<file path="config.mk">
export PLATFORM = sky130hd
export DESIGN_NAME = reg_list_sequencer
export DESIGN_NICKNAME = d
export VERILOG_FILES = /design/src/rtl/reg_list_sequencer.sv
export SDC_FILE = /design/constraint.sdc
export NUM_CORES = 1
export LEC_CHECK = 0
export CAP_MARGIN = 0
export CORE_UTILIZATION = 40
export CTS_BUF_LIST = sky130_fd_sc_hd__clkbuf_16
export DETAILED_ROUTE_END_ITERATION = 7
export PLACE_DENSITY_LB_ADDON = 0.15
export RECOVER_POWER = 50
export SLEW_MARGIN = 20
export SYNTH_ARGS = -nofsm -noshare
export SYNTH_HDL_FRONTEND = slang
export SYNTH_SLANG_ARGS = --single-unit
export TNS_END_PERCENT = 20
</file>
<file path="constraint.sdc">
create_clock -name clk -period 3.3 [get_ports clk]
set_input_delay 0.66 -clock clk [delete_from_list [all_inputs] [get_ports clk]]
set_output_delay 0.66 -clock clk [all_outputs]
set_load 0.03 [all_outputs]
</file>
<file path="src/rtl/reg_list_sequencer.sv">
// rtl/reg_list_sequencer.sv - LDM/STM block-transfer sequencer (optional abort: REGSEQ_ABORT_EN)
module reg_list_sequencer #(
    parameter int ADDR_W = 32,
    parameter int NREGS  = 16
) (
    input  logic              clk,
    input  logic              rst,
    input  logic              start,
    input  logic              is_load,
    input  logic              pre_idx,
    input  logic              up,
    input  logic              wback,
    input  logic [3:0]        base_reg,
    input  logic [ADDR_W-1:0] base_val,
    input  logic [NREGS-1:0]  reg_list,
    output logic [3:0]        rf_read_reg,
    input  logic [ADDR_W-1:0] rf_read_data,
    output logic [3:0]        rf_write_reg,
    output logic [ADDR_W-1:0] rf_write_data,
    output logic              rf_reg_write,
    output logic              pc_load,
    output logic [ADDR_W-1:0] pc_load_data,
    output logic              mem_req,
    output logic              mem_we,
    output logic [ADDR_W-1:0] mem_addr,
    output logic [ADDR_W-1:0] mem_wdata,
    input  logic [ADDR_W-1:0] mem_rdata,
    input  logic              mem_ready,
`ifdef REGSEQ_ABORT_EN
    input  logic              mem_abort,
    output logic              aborted,
`endif
    output logic              busy,
    output logic              done
);

    localparam int CNT_W = $clog2(NREGS + 1);

    typedef enum logic [1:0] {S_IDLE, S_XFER, S_WB, S_DONE} state_t;

    state_t             state_q, state_d;
    logic               is_load_q, is_load_d;
    logic               wback_q, wback_d;
    logic               wb_write_q, wb_write_d;
    logic [3:0]         base_reg_q, base_reg_d;
    logic [NREGS-1:0]   list_q, list_d;
    logic [ADDR_W-1:0]  cursor_q, cursor_d;
    logic [ADDR_W-1:0]  final_q, final_d;

    logic [CNT_W-1:0]   n_regs;
    logic [ADDR_W-1:0]  span;
    logic [ADDR_W-1:0]  start_addr;
    logic [ADDR_W-1:0]  final_addr;
    logic [NREGS-1:0]   cur_onehot;
    logic [NREGS-1:0]   list_rem;
    logic [3:0]         cur_idx;
    logic               abort_w;

`ifdef REGSEQ_ABORT_EN
    logic aborted_q, aborted_d;
    assign abort_w = mem_abort;
`else
    assign abort_w = 1'b0;
`endif

    // Count the requested registers and derive the address window at start.
    always_comb begin
        n_regs = '0;
        for (int i = 0; i < NREGS; i++) begin
            n_regs = n_regs + CNT_W'(reg_list[i]);
        end
        span = {{(ADDR_W-CNT_W-2){1'b0}}, n_regs, 2'b00};
        if (up) begin
            start_addr = pre_idx ? base_val + ADDR_W'(4) : base_val;
            final_addr = base_val + span;
        end else begin
            start_addr = pre_idx ? base_val - span : base_val - span + ADDR_W'(4);
            final_addr = base_val - span;
        end
    end

    // Pick the lowest remaining register; the list is always walked upward.
    always_comb begin
        cur_onehot = list_q & (~list_q + NREGS'(1));
        list_rem   = list_q & ~cur_onehot;
        cur_idx    = '0;
        for (int i = NREGS - 1; i >= 0; i--) begin
            if (list_q[i]) cur_idx = 4'(i);
        end
    end

    // State and latched transfer context.
    always_ff @(posedge clk or posedge rst) begin
        if (rst) begin
            state_q    <= S_IDLE;
            is_load_q  <= 1'b0;
            wback_q    <= 1'b0;
            wb_write_q <= 1'b0;
            base_reg_q <= '0;
            list_q     <= '0;
            cursor_q   <= '0;
            final_q    <= '0;
`ifdef REGSEQ_ABORT_EN
            aborted_q  <= 1'b0;
`endif
        end else begin
            state_q    <= state_d;
            is_load_q  <= is_load_d;
            wback_q    <= wback_d;
            wb_write_q <= wb_write_d;
            base_reg_q <= base_reg_d;
            list_q     <= list_d;
            cursor_q   <= cursor_d;
            final_q    <= final_d;
`ifdef REGSEQ_ABORT_EN
            aborted_q  <= aborted_d;
`endif
        end
    end

    // Next-state: latch on start, advance the cursor on each completed beat.
    always_comb begin
        state_d    = state_q;
        is_load_d  = is_load_q;
        wback_d    = wback_q;
        wb_write_d = wb_write_q;
        base_reg_d = base_reg_q;
        list_d     = list_q;
        cursor_d   = cursor_q;
        final_d    = final_q;
`ifdef REGSEQ_ABORT_EN
        aborted_d  = aborted_q;
`endif
        case (state_q)
            S_IDLE: begin
                if (start) begin
                    is_load_d  = is_load;
                    wback_d    = wback;
                    // A loaded base register keeps its loaded value; R15 is never a base target.
                    wb_write_d = !((is_load && reg_list[base_reg]) || (base_reg == 4'd15));
                    base_reg_d = base_reg;
                    list_d     = reg_list;
                    cursor_d   = start_addr;
                    final_d    = final_addr;
`ifdef REGSEQ_ABORT_EN
                    aborted_d  = 1'b0;
`endif
                    state_d    = (n_regs == '0) ? S_DONE : S_XFER;
                end
            end
            S_XFER: begin
                if (abort_w) begin
`ifdef REGSEQ_ABORT_EN
                    aborted_d = 1'b1;
`endif
                    state_d   = S_DONE;
                end else if (mem_ready) begin
                    list_d   = list_rem;
                    cursor_d = cursor_q + ADDR_W'(4);
                    if (list_rem == '0) begin
                        state_d = wback_q ? S_WB : S_DONE;
                    end
                end
            end
            S_WB:    state_d = S_DONE;
            default: state_d = S_IDLE;
        endcase
    end

    // Outputs are decoded from state so reset forces them all low at once.
    always_comb begin
        rf_read_reg   = '0;
        rf_write_reg  = '0;
        rf_write_data = '0;
        rf_reg_write  = 1'b0;
        pc_load       = 1'b0;
        pc_load_data  = '0;
        mem_req       = 1'b0;
        mem_we        = 1'b0;
        mem_addr      = '0;
        mem_wdata     = '0;
        busy          = (state_q != S_IDLE);
        done          = 1'b0;
`ifdef REGSEQ_ABORT_EN
        aborted       = 1'b0;
`endif
        case (state_q)
            S_XFER: begin
                mem_req  = 1'b1;
                mem_we   = !is_load_q;
                mem_addr = {cursor_q[ADDR_W-1:2], 2'b00};
                if (!is_load_q) begin
                    rf_read_reg = cur_idx;
                    mem_wdata   = rf_read_data;
                end else if (mem_ready && !abort_w) begin
                    rf_write_reg  = cur_idx;
                    rf_write_data = mem_rdata;
                    if (cur_idx == 4'd15) begin
                        pc_load      = 1'b1;
                        pc_load_data = mem_rdata;
                    end else begin
                        rf_reg_write = 1'b1;
                    end
                end
            end
            S_WB: begin
                rf_write_reg  = base_reg_q;
                rf_write_data = final_q;
                rf_reg_write  = wb_write_q;
            end
            S_DONE: begin
                done = 1'b1;
`ifdef REGSEQ_ABORT_EN
                aborted = aborted_q;
`endif
            end
            default: ;
        endcase
    end

endmodule

</file>
# After elaboration in Yosys (flattened, before gate mapping)
# Index checks and enable logic that the tools add are counted.
[op_classes] reduce_logical=12 bitwise_logic=4 order_cmp=1 n_addsub=21 n_eq_ne=8 n_mux=60
[op_table] cell="two-way mux 32 bit" count=15
[op_table] cell="one-hot mux 32 bit (2 select lines)" count=2
[op_table] cell="adder 32 x 3 -> 32 bit (second input constant)" count=3
[op_table] cell="two-way mux 4 bit" count=20
[op_table] cell="adder 5 x 1 -> 5 bit" count=11
[op_table] cell="adder 32 x 7 -> 32 bit" count=1
[op_table] cell="bitwise AND 16 bit" count=2
[op_table] cell="two-way mux 16 bit" count=2
[op_table] cell="NOT 16 bit" count=2
[op_table] cell="one-hot mux 16 bit (2 select lines)" count=1
[op_table] cell="subtractor 32 x 7 -> 32 bit" count=1
[op_table] cell="adder 16 x 1 -> 16 bit (second input constant)" count=1
[op_table] cell="zero test 16 bit" count=1
[op_table] cell="two-way mux 1 bit" count=12
[op_table] cell="== test 4 bit (second input constant)" count=2
[op_table] cell="two-way mux 2 bit" count=4
[op_table] cell="one-hot mux 4 bit (2 select lines)" count=1
[op_table] cell="!= test 2 bit (second input constant)" count=3
[op_table] cell="one-hot mux 2 bit (3 select lines)" count=1
[op_table] cell="AND reduction 3 bit" count=2
[op_table] cell="adder 4 x 1 -> 5 bit" count=1
[op_table] cell="zero test 5 bit" count=1
[op_table] cell="< comparator 4 x 5 -> 1 bit (second input constant)" count=1
[op_table] cell="adder 3 x 1 -> 4 bit" count=1
[op_table] cell="12 further kinds" count=15
[word_totals] elab_cells=114 reg_bits=89 output_inout_bits=142 input_bits=124

# Logic depth before layout (Yosys ltp)
[depth] ltp_word=21 mapped_depth=25 mapped_depth_nobuf=22

# Worst setup path after synthesis
# Ideal clock, no wire load.
[synth_timing] path_type="input port to flip-flop" startpoint="input reg_list[0]" endpoint="register cursor_q[13]" path_buffers=1 setup_ns=0.069 arrival_time_ns=6.165 path_stages=21 slack_ns=-2.934 required_time_ns=3.231 cell_sequence="inv_1 fa_1 fa_1 fa_1 fa_1 inv_1 ha_1 a21o_1 a21oi_1 xor2_1 inv_1 ha_1 clkbuf_1 nor3_1 o21a_1 or3_1 or3_1 a2111o_1 xnor2_1 a2111o_1 nand3_1"
[synth_via] elab_chain_cells=21
[synth_rtl] item="start: declaration" line_no="15" source="input logic [NREGS-1:0] reg_list,"
[synth_rtl] item="adder 1 x 1 -> 2 bit *" line_no="70" source="n_regs = n_regs + CNT_W'(reg_list[i]);"
[synth_rtl] item="adder 2 x 1 -> 3 bit *" line_no="70"
[synth_rtl] item="adder 3 x 1 -> 4 bit *" line_no="70"
[synth_rtl] item="adder 4 x 1 -> 5 bit *" line_no="70"
[synth_rtl] item="adder 5 x 1 -> 5 bit * (11 in a row)" line_no="70"
[synth_rtl] item="subtractor 32 x 7 -> 32 bit *" line_no="77" source="start_addr = pre_idx ? base_val - span : base_val - span + ADDR_W'(4);"
[synth_rtl] item="adder 32 x 3 -> 32 bit" line_no="77"
[synth_rtl] item="two-way mux 32 bit *" line_no="77"
[synth_rtl] item="two-way mux 32 bit *" line_no="73" source="if (up) begin"
[synth_rtl] item="two-way mux 32 bit *" line_no="136" source="if (start) begin"
[synth_rtl] item="one-hot mux 32 bit (2 select lines) *" line_no="134" source="case (state_q)"
[synth_rtl] item="end signal: assignment" line_no="113" source="cursor_q <= cursor_d;"
[synth_rtl] item="end: declaration" line_no="47" source="logic [ADDR_W-1:0] cursor_q, cursor_d;"
# Mark *: on every way between the ends. The rest lies on a longest branch, timed or not. The select of a mux whose other input is x is not followed.
# A chain may end at the register's enable or synchronous reset.

# Worst setup path in the final report
[layout_timing] startpoint="input reg_list[7]" endpoint="register cursor_q[19]"
[layout_via] elab_chain_cells=15
[layout_rtl] item="adder 5 x 1 -> 5 bit * (9 in a row)" line_no="70"
[layout_rtl] item="subtractor 32 x 7 -> 32 bit *" line_no="77"
[layout_rtl] item="adder 32 x 3 -> 32 bit" line_no="77"
[layout_rtl] item="two-way mux 32 bit *" line_no="77"
[layout_rtl] item="two-way mux 32 bit *" line_no="73"
[layout_rtl] item="two-way mux 32 bit *" line_no="136"
[layout_rtl] item="one-hot mux 32 bit (2 select lines) *" line_no="134"
# Marks and branches as above.

==> metrics.md <==
| Metric | Value |
|---|---|
| Top_reg_cell synth | dfrtp_1 |
| Layout cells sized above 1 | 35.4% |
| Drt first-iter violations | about 1100 |
| Crit end category | register |
| Worst-skew pair later-pin latency | around 350 ps |
| Overall power | 13500 uW |
| Longest Clk Path Bufs | 2 |
| Final setup fails | 115 |
| Outcome | complete, but fails checks |
| Async set or reset register ratio after synthesis | 100% |
| P_sw | 6660 uW |
| RR Startpoint | state_q[1] |
| IO buf count | 263 |
| Clk root buf | clkbuf_16 |
| Placed cell areas | 14300 um2 |
| FF+latch count, synth | 87 |
| Cells after synthesis | 1293 |
| # IOs | 266 |
| Hold_sp | final_q[2] |
| Hold Vio Cnt, Final | 0 |
| Crit start category | input pin |
| Syn Area/Cell | 7.59 um2 |
| Antenna Cells | 0 |
| Die X | about 160 um |
| Clock tree sinks | 87 |
| Inserted Clock Buffers | 9 |
| Synth top area cells | dfrtp_1 (22%), and2_1 (5.0%), nand2_1 (4.7%), o21ai_0 (4.6%), xnor2_1 (4.1%) |
| Worst min-delay path class | register to register |
| Syn Std Cell Area | about 10000 um2 |
| Sequential Power Share | 16.5% |
| CP Max Fanout | 5 |
| Post-synth top cells | nand2_1 (123), o21ai_0 (90), dfrtp_1 (87) |
| Register area | between 2000 and 2500 um2 |
| DRC | 0 |
| Vias in the first global route | between 10000 and 15000 |
| Final WL | 43600 um |
| Slew @ Worst Pin | 1830 ps |
| Antenna viol nets, final | 0 |
| Final #Nets | 1936 |
| Logic gate share of total power | between 70% and 80% |
| Site Rows | 56 |
| Clk pwr share | 7.1% |
| Period minus WS final | 5970 ps |
| Synthesis Warnings | 0 |
| Finished Layout Cells | 2101 |
| Seq/Total Area, Yosys | 22.2% |
| Unrepaired setup endpoints after global routing | yes |
| Crit Path Class | input pin to register |
| First-pass GRT wire length | 64600 um |
| Hold Path End | final_q[2] |
| EDFF count, synth | 0 |
| P_leak | 0.00689 uW |
| Pin count of the biggest net entering global routing | between 50 and 60 |
| Worst EP required | ~3500 ps |
| R2R setup slack | 30 ps |
| Worst-path clk slew | 70 ps |
| Filler cells | approximately 2000 |
| Height of the die | between 150 and 200 um |
| Internal power | approximately 6800 uW |
| Cell count after placement | approximately 2000 |
| Fin. max-slew vios | between 40 and 50 |
| Power density over the cells | 841 nW/um2 |
| Die Footprint | around 25000 um2 |
| Post-synth top area cell | dfrtp_1 |
| Maxcap violations | 1 |
| Ratio of final minimum period to clock period | 181% |
| VDD IR max | about 1200 uV |
| FF-to-FF End | cursor_q[29] |
| Hold Crit Depth | 2 |
| HPWL Detailed | 33300 um |
| Area delta synth->final | 63.1% |
| Routed vias | 12166 |
| Max Clk Rate | 167 MHz |
| Failing checks | max-capacitance violations, max-slew violations, negative setup slack |
| Worst-case clock skew | 7.79 ps |
| Multi-input gate area | 7880 um2 |
| Antenna violations before repair | 0 |
| Count leader, synth | nand2_1 |
| Worst EP arrival | 6200 ps |
| Slew HR | -22.5% |
| CTS tree | built |
| Fin area | 16000 um2 |
| Vias per cell | 5.79 |
| Initial core utilization | 41.3% |
| Yosys top cell area share | 22.2% |
| Switching Fraction | between 40% and 50% |
| Core ar. | 23800 um2 |
| Synth unique cells | 80 |
| Initial DRT Pass Iterations | 8 |
| Routability Congestion | 0.997 |
| Setup WS post-layout | -2670 ps |
| GR Util All Layers | 34.1% |
| Reg2reg path depth | 9 |
| Wire per inst | ~21 um |
| Overflow after GRT | 0 |
| H-tree depth | 3 |
-- how the worst max path moves through the flow --
stage | startpoint | end | slack [ps] | cells after the start
2_1_floorplan | reg_list[9] | cursor_q[22] | -2640 | 21
3_3_place_gp | reg_list[9] | cursor_q[29] | -3550 | 21
3_5_place_dp | reg_list[9] | cursor_q[29] | -3570 | 21
4_1_cts | reg_list[3] | cursor_q[22] | -2630 | 22
5_1_grt | reg_list[7] | cursor_q[15] | -2790 | 21
6_report | reg_list[7] | cursor_q[19] | -2670 | 22
-- repair_timing --
action | CTS | global route
buffers inserted | 65 | 6
cloned | 0 | 0
pin swaps | 71 | 46
hold buffers | 0 | 0
endpoints found under the setup margin | 95 | 97
gates resized for setup | 218 | 72
-- flip-flops by register name, indices dropped and copies added (netlist names) --
register / flops
base_reg_q: 4
cursor_q: 30
final_q: 32
is_load_q: 1
list_q: 16
state_q: 2
wb_write_q: 1
wback_q: 1
-- logic make-up (layout without fill, tap and decap cells) --
kind of cell | count (synthesis) | in the layout | synth area share [%]
muxes | 37 | 37 | 4.75
and+or+nand+nor | 566 | 566 | 31.6
xor gates and xnor gates | 90 | 90 | 8.03
buffers and inverters | 163 | 651 | 6.63
DFF | 87 | 87 | 22.2
adders and majority gates | 38 | 38 | 5.68
other | 1 | 2 | 0.0382
AOI/OAI and AO/OA | 311 | 311 | 21.1
-- stage by stage --
| stage | TNS, ps | utilization, % | setup WS [ps] | hold WS, ps |
|---|---|---|---|---|
| after global placement | -191110 | 60.0 | -3550 | 463 |
| after global routing | -170220 | 67.4 | -2790 | 519 |
| after CTS | -138990 | 66.2 | -2630 | 488 |
| after floorplan | -129720 | - | -2640 | 446 |
| after detailed placement | -192220 | 60.0 | -3570 | 471 |
| final | -147620 | 67.4 | -2670 | 481 |
-- metal layers --
metal / part of all wire (%) / GRT usage, %
met1: 39 / 41.7
met2: 48 / 58.3
met3: 8.3 / 5.28
met4: 4.6 / 16.3
met5: 0 / 0
-- worst max-delay path, stage by stage --
cell      delay [ps]
buf_8             80
inv_6             40
fa_2             600
fa_2             450
fa_2             540
fa_2             440
inv_2             80
ha_4             130
inv_2             40
fa_2             400
xnor2_4          240
inv_2             70
ha_2             180
nor2b_2          160
o21a_1           200
or3_4            380
or3_4            400
a2111o_1         550
buf_4            200
nor3_4           160
xnor2_1          130
a21oi_1           70
-- cells in the final DEF (no fill, tap or decap), drive strengths merged, types with 7 or more instances in the layout --
cell type / n
and2: 79
o21ai: 96
nor4b: 9
a21oi: 51
nor4: 16
clkbuf: 15
and4: 14
a31oi: 15
fa: 12
or3: 17
ha: 23
buf: 422
nor3: 48
a22oi: 39
o22ai: 14
nand2b: 9
dfrtp: 87
inv: 63
nand3: 39
nand2: 123
nand4: 26
mux2: 17
nor2: 83
clkdlybuf4s50: 140
xnor2: 46
nor2b: 41
o31ai: 11
a221oi: 7
or4: 9
xor2: 44
mux2i: 14
and3: 44
-- power by group through the flow --
| stage | sequential, uW | clock, uW | combinational (uW) |
|---|---|---|---|
| detailed placement | 2200 | 0 | 8870 |
| finish | 2220 | 955 | 10300 |
| CTS | 2200 | 960 | 9770 |
| global placement | 2200 | 0 | 8780 |
| floorplan | 1980 | 0 | 5230 |
| global route | 2280 | 1010 | 11000 |
-- layout make-up --
cell class	instances	share of cell area (%)
Tap cell	319	2.49
Multi-Input combinational cell	1044	49.2
Clock buffer	9	1.41
Inverter	64	1.59
Clock inverter	7	0.250
Sequential cell	87	13.6
Timing Repair Buffer	571	31.5
Power figures use the tool's default switching activity.
